`config.mk`:
```
export PLATFORM = sky130hd
export DESIGN_NAME = servant_uart_rx_flat
export DESIGN_NICKNAME = d
export VERILOG_FILES = /design/src/rtl/servant_uart_rx_if.sv /design/src/rtl/servant_uart_rx.sv /design/src/flat_wrapper.sv
export SDC_FILE = /design/constraint.sdc
export NUM_CORES = 1
export LEC_CHECK = 0
export BUFFER_PORTS_ARGS = -buffer_cell sky130_fd_sc_hd__buf_4
export CORE_AREA = 2 2 79 73
export CTS_BUF_LIST = sky130_fd_sc_hd__clkbuf_8
export DETAILED_ROUTE_END_ITERATION = 8
export DIE_AREA = 0 0 81 75
export PLACE_DENSITY_LB_ADDON = 0.15
export REMOVE_ABC_BUFFERS = 1
export SLEW_MARGIN = 20
export SYNTH_ARGS = -nofsm -noshare
export SYNTH_HDL_FRONTEND = slang
export SYNTH_SLANG_ARGS = --single-unit
```
`constraint.sdc`:
```
create_clock -name wb_clk -period 2.5 [get_ports wb_clk]
set_input_delay 0.25 -clock wb_clk [delete_from_list [all_inputs] [get_ports wb_clk]]
set_output_delay 0.25 -clock wb_clk [all_outputs]
set_load 0.005 [all_outputs]
```
`src/rtl/servant_uart_rx_if.sv`:
```
// Wishbone slave bundle for the servant UART receiver.
// cyc doubles as strobe; adr selects DATA (0) or STATUS (1).
interface servant_uart_rx_if;
    logic        i_wb_adr;
    logic [31:0] i_wb_dat;
    logic        i_wb_we;
    logic        i_wb_cyc;
    logic [31:0] o_wb_rdt;
    logic        o_wb_ack;

    modport master (
        output i_wb_adr, i_wb_dat, i_wb_we, i_wb_cyc,
        input  o_wb_rdt, o_wb_ack
    );

    modport slave (
        input  i_wb_adr, i_wb_dat, i_wb_we, i_wb_cyc,
        output o_wb_rdt, o_wb_ack
    );
endinterface

```
`src/rtl/servant_uart_rx.sv`:
```
// 8N1 UART receiver with a one-byte holding register,
// overrun/framing flags and a minimal Wishbone slave port.
module servant_uart_rx #(
    parameter int CLKS_PER_BIT = 434
) (
    input  logic              wb_clk,
    input  logic              wb_rst,
    input  logic              i_rx,
    servant_uart_rx_if.slave  wb
);

    typedef enum logic [2:0] {
        IDLE,
        START,
        DATA,
        STOP,
        WAIT_HIGH
    } state_t;

    localparam logic [15:0] FULL = 16'(CLKS_PER_BIT);
    localparam logic [15:0] HALF = 16'(CLKS_PER_BIT / 2);

    logic        rx_meta;
    logic        rxs;
    state_t      state;
    state_t      state_n;
    logic [15:0] cnt;
    logic [15:0] cnt_n;
    logic [2:0]  bit_idx;
    logic [2:0]  bit_n;
    logic [7:0]  shreg;
    logic [7:0]  sh_n;
    logic        expired;
    logic        byte_done;
    logic        frame_set;

    logic [7:0]  rx_data;
    logic        valid;
    logic        overrun;
    logic        frame_err;
    logic        ack;
    logic [31:0] rdt;
    logic        wb_req;
    logic        data_rd;
    logic        stat_wr;
    logic        unused_dat;

    always_ff @(posedge wb_clk or posedge wb_rst) begin
        if (wb_rst) begin
            rx_meta <= 1'b1;
            rxs     <= 1'b1;
        end else begin
            rx_meta <= i_rx;
            rxs     <= rx_meta;
        end
    end

    // Count down to 1 so a reload of N gives exactly N cycles per bit
    assign expired = (cnt == 16'd1);

    always_ff @(posedge wb_clk or posedge wb_rst) begin
        if (wb_rst) begin
            state   <= IDLE;
            cnt     <= '0;
            bit_idx <= '0;
            shreg   <= '0;
        end else begin
            state   <= state_n;
            cnt     <= cnt_n;
            bit_idx <= bit_n;
            shreg   <= sh_n;
        end
    end

    always_comb begin
        state_n   = state;
        cnt_n     = cnt;
        bit_n     = bit_idx;
        sh_n      = shreg;
        byte_done = 1'b0;
        frame_set = 1'b0;
        unique case (state)
            IDLE: begin
                if (!rxs) begin
                    state_n = START;
                    cnt_n   = HALF;
                end
            end
            START: begin
                if (!expired) begin
                    cnt_n = cnt - 16'd1;
                end else if (!rxs) begin
                    state_n = DATA;
                    cnt_n   = FULL;
                    bit_n   = '0;
                end else begin
                    state_n = IDLE;
                end
            end
            DATA: begin
                if (!expired) begin
                    cnt_n = cnt - 16'd1;
                end else begin
                    sh_n  = {rxs, shreg[7:1]};
                    cnt_n = FULL;
                    if (bit_idx == 3'd7) state_n = STOP;
                    else                 bit_n   = bit_idx + 3'd1;
                end
            end
            STOP: begin
                if (!expired) begin
                    cnt_n = cnt - 16'd1;
                end else if (rxs) begin
                    state_n   = IDLE;
                    byte_done = 1'b1;
                end else begin
                    state_n   = WAIT_HIGH;
                    frame_set = 1'b1;
                end
            end
            WAIT_HIGH: begin
                if (rxs) state_n = IDLE;
            end
            default: state_n = IDLE;
        endcase
    end

    // Side effects happen only on the edge that raises ack
    assign wb_req  = wb.i_wb_cyc & ~ack;
    assign data_rd = wb_req & ~wb.i_wb_we & ~wb.i_wb_adr;
    assign stat_wr = wb_req & wb.i_wb_we & wb.i_wb_adr;

    assign unused_dat = ^{wb.i_wb_dat[31:3], wb.i_wb_dat[0]};

    always_ff @(posedge wb_clk or posedge wb_rst) begin
        if (wb_rst) begin
            rx_data   <= '0;
            valid     <= 1'b0;
            overrun   <= 1'b0;
            frame_err <= 1'b0;
            ack       <= 1'b0;
            rdt       <= '0;
        end else begin
            ack <= wb.i_wb_cyc & ~ack;
            if (wb_req && !wb.i_wb_we) begin
                if (wb.i_wb_adr)
                    rdt <= {29'b0, frame_err, overrun, valid};
                else
                    rdt <= {23'b0, valid, rx_data};
            end
            if (byte_done && (!valid || data_rd)) begin
                rx_data <= shreg;
                valid   <= 1'b1;
            end else if (data_rd) begin
                valid <= 1'b0;
            end
            if (byte_done && valid && !data_rd)
                overrun <= 1'b1;
            else if (stat_wr && wb.i_wb_dat[1])
                overrun <= 1'b0;
            if (frame_set)
                frame_err <= 1'b1;
            else if (stat_wr && wb.i_wb_dat[2])
                frame_err <= 1'b0;
        end
    end

    assign wb.o_wb_ack = ack;
    assign wb.o_wb_rdt = rdt;

endmodule

```
`src/flat_wrapper.sv`:
```
// flat-port wrapper written by rule: the top's interface ports become plain ports
module servant_uart_rx_flat 
#(
    parameter int CLKS_PER_BIT = 434
)
  (wb_clk, wb_rst, i_rx, wb_i_wb_adr, wb_i_wb_dat, wb_i_wb_we, wb_i_wb_cyc, wb_o_wb_rdt, wb_o_wb_ack);
  servant_uart_rx_if wb_i ();
  input  logic wb_clk;
  input  logic wb_rst;
  input  logic i_rx;
  input wire logic [$bits(wb_i.i_wb_adr)-1:0] wb_i_wb_adr;
  input wire logic [$bits(wb_i.i_wb_dat)-1:0] wb_i_wb_dat;
  input wire logic [$bits(wb_i.i_wb_we)-1:0] wb_i_wb_we;
  input wire logic [$bits(wb_i.i_wb_cyc)-1:0] wb_i_wb_cyc;
  output wire logic [$bits(wb_i.o_wb_rdt)-1:0] wb_o_wb_rdt;
  output wire logic [$bits(wb_i.o_wb_ack)-1:0] wb_o_wb_ack;
  assign wb_i.i_wb_adr = wb_i_wb_adr;
  assign wb_i.i_wb_dat = wb_i_wb_dat;
  assign wb_i.i_wb_we = wb_i_wb_we;
  assign wb_i.i_wb_cyc = wb_i_wb_cyc;
  assign wb_o_wb_rdt = wb_i.o_wb_rdt;
  assign wb_o_wb_ack = wb_i.o_wb_ack;
  servant_uart_rx #(.CLKS_PER_BIT(CLKS_PER_BIT)) u_core (.wb_clk(wb_clk), .wb_rst(wb_rst), .i_rx(i_rx), .wb(wb_i));
endmodule
```
# Word-level counts from Yosys, hierarchy flattened
# Cells that the tools add are included.
# word_totals
in_bits	38
output_inout_bits	33
regBits	76
wordCells	91
# classes
add_sub_neg	2
reduce_logical	20
n_eq_ne	16
mux	33
bitwise_logic	8
# ops
cell	n
16-bit 2-to-1 mux	5
16-bit case mux with 4 select lines	1
3-bit 2-to-1 mux	11
16-bit by 1-bit equality test with 1-bit output (second input constant)	1
16-bit by 1-bit subtractor with 16-bit output (second input constant)	1
3-bit case mux with 5 select lines	1
1-bit 2-to-1 mux	12
2-bit by 1-bit != test with 1-bit output (second input constant)	5
9-bit 2-to-1 mux	1
2-bit != test (second input constant)	4
2-bit nonzero test	4
3-bit by 2-bit equality test with 1-bit output (second input constant)	2
3-bit equality test (second input constant)	2
1-bit logical AND	6
3-bit case mux with 2 select lines	1
6-bit AND reduction	1
1-bit bitwise AND	5
5-bit AND reduction	1
4-bit AND reduction	1
4-bit nonzero test	1
3-bit by 1-bit adder with 3-bit output (second input constant)	1
3-bit by 1-bit equality test with 1-bit output (second input constant)	1
1-bit zero test	3
3-bit zero test	1
other kinds (5)	7

# Depth between registers and ports, before layout
# Gate-level depths: netlist of the first run.
# depth
ltp_word	7
depth_mapped	8
ltp_nobuf	7

# Worst setup path after synthesis of the first run
# Ideal clock, no wire load.
# synth_path
path_type	register to register
from	register u_core.cnt[7]
to	register u_core.cnt[13]
t_required_ns	2.352
synth_period_minus_slack_ns	2.033
setup_slack_ns	0.467
setup_time_ns	0.148
arrival_time_ns	1.885
stages_incl_launch_ff	6
n_path_buf	0
path_cell_list	dfrtp_1 > or4_4 > or4_4 > o211ai_4 > or4_1 > a21oi_1
# synth_between
elab_chain_cells	3
word_cells_on_any_way	9
cone_classes	add/sub (1); eq/ne (3); mux (4); reduce/logical (1)
# synth_lines
element	line_no	text
start, declared	servant_uart_rx.sv:27	logic [15:0] cnt;
start signal, assigned	servant_uart_rx.sv:69	cnt <= cnt_n;
16-bit by 1-bit subtractor with 16-bit output / 16-bit by 1-bit equality test with 1-bit output (equally long branches)	-	
16-bit 2-to-1 mux (tied with other cells)	servant_uart_rx.sv:111	if (!expired) begin
16-bit case mux with 4 select lines / 4-bit AND reduction (equally long branches)	-	
# Parallel ways exist; a longest one is shown, timed or not. The select of a mux whose other input is x is not followed.
# A chain may end at the register's enable or synchronous reset.

# Worst setup path after layout of the first run
# layout_path
from	register u_core.cnt[1]
to	register u_core.rx_data[7]
# layout_between
elab_chain_cells	4
# layout_lines
element	line_no	text
16-bit by 1-bit equality test with 1-bit output	servant_uart_rx.sv:59	assign expired = (cnt == 16'd1);
1-bit 2-to-1 mux	servant_uart_rx.sv:111	
1-bit 2-to-1 mux	servant_uart_rx.sv:82	unique case (state)
1-bit logical AND	servant_uart_rx.sv:151	if (byte_done && (!valid || data_rd)) begin
end signal, assigned	servant_uart_rx.sv:152	rx_data <= shreg;
end, declared	servant_uart_rx.sv:37	logic [7:0] rx_data;
# No other way between the ends.

==> metrics.txt, run 1 <==
status=completed; RD Place Congestion=0.865; total track usage=0.180; maximum vdd ir drop=0.277 mV; first-pass GRT wire length=8310 um; antenna cell count=0; Synth Warn #=0; Max FO, Critical Path=8; io pins=71; Num CTS Buffers=5; total negative slack=0 ns; post-CTS sizing=0; Tcrit/Tclk final=0.918; die width=81 um; worst-skew pair later-pin latency=0.30 ns; pwr/cell area=465 mW/mm2; met2 Track Usage GR=0.271; M3 GR Usage=0.0324; DRC=0; gr ovfl total=0; CTS root buf=clkbuf_8; Netlist cell types=52; Post-Syn Area=0.00280 mm2; Synth Area per Inst=10.3 um2; Cells after Synth=272; clk sinks=53; clk_skew=0.00484 ns; Worst Hold Class=input pin to register; total power=1.43 mW; core area=0.00519 mm2; Worst EP required=2.69 ns; Final Hold Fails=0; # nets final=340; startpoint types=register; crit path time final=2.30 ns; final worst slack=0.204 ns; worst slew pin tran=0.555 ns; layout cell share with drive strength beyond 1=0.231; GR peak layer=met2; commonest cells after routing, fill and taps aside=dfrtp_1 (51), buf_4 (27), conb_1 (23); Pleak=1.49 nW; postcts setup bufs=0; fillers=479; Rel. slew slack=0.620; drt pass-1 iters=4; number of global-route vias before repair=1,775; M1 GR Usage=0.266; Vias/cell=5.37; initial DRC count=127; Placed Cells incl. Taps=357; Seq/Total Area, Yosys=0.474; critical path class=register to register; hold_ws=0.0474 ns; IO Port Bufs=17; Site Rows=25; H-tree depth=2; WL final=4890 um; CTS tree=yes; asr flop ratio synth=1.00; max-cap violation count=0; RSZ-0062 raised after global routing=no; pins over their slew limit=0; DIE AREA=0.00608 mm2; initial antenna violation count=0; Clk pin slew, worst setup/hold paths=0.09 ns; Final setup viols=0; Vias=1,965; hpwl dp=3660 um; Antenna Violating Nets Remaining=0; critical path arrival=2.49 ns; worst slack, placed=0.222 ns; largest net degree at the start of global routing=21; Longest Clk Path Bufs=2; fin cells=366; FF+latch count, synth=53; layout overhead on the synthesized area=9.38%; Starting Density=0.540; commonest non-fill, non-tap cell in the layout=dfrtp_1; Post-synth EDFFs=0; DIE HEIGHT=75 um; Setup crit end kind=register; ys flop type=dfrtp_1; f_max=436 MHz; Routed wire per std cell=13.4 um
[worst max-delay path, cell delays in order, from the launching register on]
cell,delay [ns]
dfrtp_1,0.44
inv_1,0.10
ha_1,0.18
nor4b_1,0.43
and4_1,0.43
nand3_2,0.26
mux2_2,0.34
[cell type report]
class	count	area, um2	share of cell area
clock inverters	3	18.8	0.00612
well taps	67	83.8	0.0273
inverters	6	22.5	0.00735
flip-flops and latches	53	1330	0.433
multi-input cells	204	1330	0.434
repair buffers	28	213	0.0694
clock buffers	5	68.8	0.0224
[cells by family after synthesis]
| family | count (synthesis) | share of synthesized area |
|---|---|---|
| buf+inv | 37 | 0.0808 |
| simple gates | 100 | 0.212 |
| xor+xnor | 6 | 0.0187 |
| fa+ha+maj | 4 | 0.0179 |
| other cells | 1 | 0.00134 |
| mux | 20 | 0.0786 |
| flops | 53 | 0.474 |
| compound gates | 51 | 0.117 |
[final timing paths]
| check | start | end | slack [ns] | cells after the start |
|---|---|---|---|---|
| min | i_rx | u_core.rx_meta | 0.05 | 1 |
| min reg2reg | u_core.rx_meta | u_core.rxs | 0.36 | 0 |
| max | u_core.cnt[1] | u_core.rx_data[7] | 0.20 | 6 |
| min in group asynchronous | wb_rst | u_core.rx_data[3] | 0.45 | 3 |
| max in group asynchronous | wb_rst | u_core.rxs | 1.43 | 4 |
| max reg2reg | u_core.cnt[1] | u_core.rx_data[7] | 0.20 | 6 |
[synthesized netlist by cell type, types with 3 or more instances]
library cell / number / area share
mux2_2: 16 / 0.064
o21ai_0: 15 / 0.027
nand2_1: 20 / 0.027
nor3_1: 7 / 0.012
nand2b_1: 13 / 0.029
a21oi_1: 13 / 0.023
nor4_1: 4 / 0.0089
dfrtp_1: 51 / 0.46
mux2i_1: 4 / 0.014
nand3_1: 4 / 0.0071
nor2_1: 16 / 0.021
nor2b_1: 5 / 0.011
or3_1: 4 / 0.0089
nand4_1: 4 / 0.0089
or2_2: 5 / 0.011
clkbuf_1: 7 / 0.0094
xnor2_1: 6 / 0.019
ha_1: 4 / 0.018
a21o_1: 3 / 0.0080
buf_4: 23 / 0.062
o31ai_1: 3 / 0.0080
o21ai_1: 5 / 0.0089
inv_1: 6 / 0.0080
[stage by stage]
step                instance area (um2)   util
floorplan                          2680      -
global placement                   2970  0.572
detailed placement                 2970  0.572
CTS                                3070  0.590
global route                       3070  0.590
finish                             3070  0.590
[where the power goes]
| group | switching, mW | leakage, nW | internal (mW) |
|---|---|---|---|
| logic | 0.0474 | 0.744 | 0.0305 |
| registers | 0.00780 | 0.704 | 0.870 |
| clock network | 0.277 | 0.0416 | 0.194 |
| total | 0.332 | 1.49 | 1.09 |
[what timing repair did]
action / in CTS / in global routing
endpoints found under the setup margin: 0 / 0
hold buffers: 1 / 0
endpoints found under the hold margin: 14 / 0
[state kept, by name, indices dropped and copies added, names as in the netlist]
signal,flops
u_core.wb.o_wb_rdt,9
u_core.bit_idx,3
u_core.valid,1
u_core.state,3
u_core.rxs,1
u_core.shreg,8
u_core.cnt,16
u_core.frame_err,1
u_core.rx_data,8
u_core.wb.o_wb_ack,1
u_core.overrun,1
u_core.rx_meta,1
[layer usage]
layer	routed length (um)	vias to the layer above	share of wire
li1	-	965	-
met4	44	0	0.0090
met2	2010	65	0.41
met5	0	-	0
met1	2530	930	0.52
met3	306	5	0.063
Note: power is estimated with default switching activity, not from simulation.
==> run 2: changes to the inputs <==
--- a/config.mk
+++ b/config.mk
@@ -5,11 +5,12 @@
 export SDC_FILE = /design/constraint.sdc
 export NUM_CORES = 1
 export LEC_CHECK = 0
-export BUFFER_PORTS_ARGS = -buffer_cell sky130_fd_sc_hd__buf_4
+export BUFFER_PORTS_ARGS = -buffer_cell sky130_fd_sc_hd__buf_2
 export CORE_AREA = 2 2 79 73
 export CTS_BUF_LIST = sky130_fd_sc_hd__clkbuf_8
 export DETAILED_ROUTE_END_ITERATION = 8
 export DIE_AREA = 0 0 81 75
+export GPL_ROUTABILITY_DRIVEN = 0
 export PLACE_DENSITY_LB_ADDON = 0.15
 export REMOVE_ABC_BUFFERS = 1
 export SLEW_MARGIN = 20
==> constraint.sdc (replaced) <==
create_clock -name wb_clk -period 2.5 [get_ports wb_clk]
set_input_delay 0.25 -clock wb_clk [delete_from_list [all_inputs] [get_ports wb_clk]]
set_output_delay 0.25 -clock wb_clk [all_outputs]
set_load 0.01 [all_outputs]
==> run 2 against run 1 <==
Register-to-register slack gained 0.14 ns. First-iteration DRC count shrank 12%. Global-route usage grew 0.41 points. Clock power grew 11%. Power grew 3.8%. Via count shrank 0.25%. Combinational power grew 5.3%. Critical path depth shrank 1. Flip-flop and latch count is the same. Non-clock buffer count shrank 2. Setup slack gained 0.14 ns. Sequential share of layout area grew 0.56 points. Largest power group unchanged.
==> metrics.txt, run 2 (synthesized netlist as in run 1, its figures left out) <==
cell mode on critical path=or4_4; hold_sp=i_rx; antenna cell count=0; DIE HEIGHT=75 um; crit-path max cell delay=0.57 ns; Longest Clk Path Bufs=2; number of global-route vias before repair=1,782; maximum vdd ir drop=0.240 mV; commonest non-fill, non-tap cell in the layout=dfrtp_1; IO Port Bufs=17; gr ovfl total=0; # nets final=338; Vias=1,960; Num CTS Buffers=5; DIE AREA=0.00608 mm2; R2R Path End=u_core.cnt[7]; die width=81 um; Vias/cell=5.38; Placed Cells incl. Taps=355; max reg flops=16; io pins=71; Worst EP required=2.71 ns; Reg area=0.00133 mm2; critical path arrival=2.36 ns; initial antenna violation count=0; fin cells=364; clk_skew=0.00819 ns; crit path from=u_core.cnt[7]; Hold Crit Depth=1; total power=1.48 mW; total negative slack=0 ns; fillers=464; Max FO, Critical Path=6; Antenna Violating Nets Remaining=0; CTS root buf=clkbuf_8; Clk pin slew, worst setup/hold paths=0.10 ns; Setup crit end kind=register; area taken by multi-input logic gates=0.00134 mm2; layout overhead on the synthesized area=7.99%; WL final=4810 um; CP max-delay cell=or4_4; first-pass GRT wire length=8450 um; hpwl dp=3580 um; startpoint types=register; Reg2Reg Depth=5; Site Rows=25; Routed wire per std cell=13.2 um; Rel. slew slack=0.652; layout cell share with drive strength beyond 1=0.232; DRC=0; Final Hold Fails=0; commonest cells after routing, fill and taps aside=dfrtp_1 (51), conb_1 (23), nand2_1 (20); f_max=464 MHz; crit path time final=2.15 ns; total track usage=0.184; pins over their slew limit=0; RSZ-0062 raised after global routing=no; Final setup viols=0; largest net degree at the start of global routing=25; Starting Density=0.540; worst slew pin tran=0.509 ns; CP Cell Sequence=or4_4 > or4_4 > o211a_1 > xnor2_1 > nand2b_1; max-cap violation count=0; worst reg-to-reg setup slack=0.35 ns; Pleak=1.49 nW; Worst Hold End=u_core.rx_meta; initial DRC count=112; core area=0.00519 mm2; most flop-heavy register=u_core.cnt; pwr/cell area=489 mW/mm2; critical path class=register to register; worst-skew pair later-pin latency=0.31 ns; clk sinks=53; drt pass-1 iters=4; R2R Path Start=u_core.cnt[7]; Tcrit/Tclk final=0.861; status=completed; Worst Hold Class=input pin to register; H-tree depth=2; CTS tree=yes
==> run 2: cell count changes in the layout (fill, tap and decap cells not counted) <==
cell	previous run	this run
clkbuf_8	5	6
clkinv_4	0	1
clkinvlp_4	2	0
inv_6	0	1
inv_1	6	5
nor4b_1	1	0
nor4b_2	1	2
buf_4	27	8
buf_2	0	17
==> run 2: worst max path at each step <==
stage | endpoint | slack (ns) | depth (start not counted)
2_1_floorplan | u_core.cnt[13] | 0.47 | 5
3_3_place_gp | u_core.rx_data[6] | 0.22 | 6
3_5_place_dp | u_core.rx_data[7] | 0.19 | 6
4_1_cts | u_core.rx_data[7] | 0.17 | 6
5_1_grt | u_core.rx_data[7] | 0.19 | 6
6_report | u_core.cnt[7] | 0.35 | 5
==> run 2: where the power goes <==
group	switching [mW]	leakage, nW	internal, mW
clock network	0.291	0.0518	0.230
registers	0.00698	0.704	0.870
logic	0.0585	0.730	0.0235
==> run 2: final cells by class <==
class	instances	share of cell area
tap	67	0.0277
multi-input combinational	204	0.442
clock buffer	6	0.0273
timing repair buffer	26	0.0513
inverter	6	0.00744
clock inverter	2	0.00579
sequential	53	0.439
==> run 2: through the flow <==
| stage | hold slack (ns) | util | setup slack (ns) | instance area [um2] |
|---|---|---|---|---|
| after global placement | 0.190 | 0.560 | 0.225 | 2910 |
| final | 0.0316 | 0.583 | 0.347 | 3030 |
| after floorplan | 0.254 | - | 0.467 | 2680 |
| after detailed placement | 0.198 | 0.560 | 0.187 | 2910 |
| after global routing | 0.00541 | 0.583 | 0.194 | 3030 |
| after CTS | 0.0195 | 0.582 | 0.166 | 3020 |
==> run 2: metal layers <==
layer	up-vias	global-route usage	share of wire
li1	963	-	-
met1	912	0.269	0.49
met2	76	0.268	0.42
met3	9	0.0468	0.069
met4	0	0.0640	0.015
met5	-	0	0
==> run 2: repair_timing <==
| action | CTS | global route |
|---|---|---|
| resized for setup | 0 | 1 |
| hold endpoints to repair | 9 | 0 |
| endpoints found under the setup margin | 0 | 2 |
| hold buffers | 1 | 0 |
| buffers inserted | 0 | 0 |
==> run 2: worst max-delay path: cells and delay by family, from the launching register on <==
family / cells / cell delay (ns)
compound gates: 1 / 0.28
xor+xnor: 1 / 0.15
flops: 1 / 0.46
simple gates: 3 / 1.16
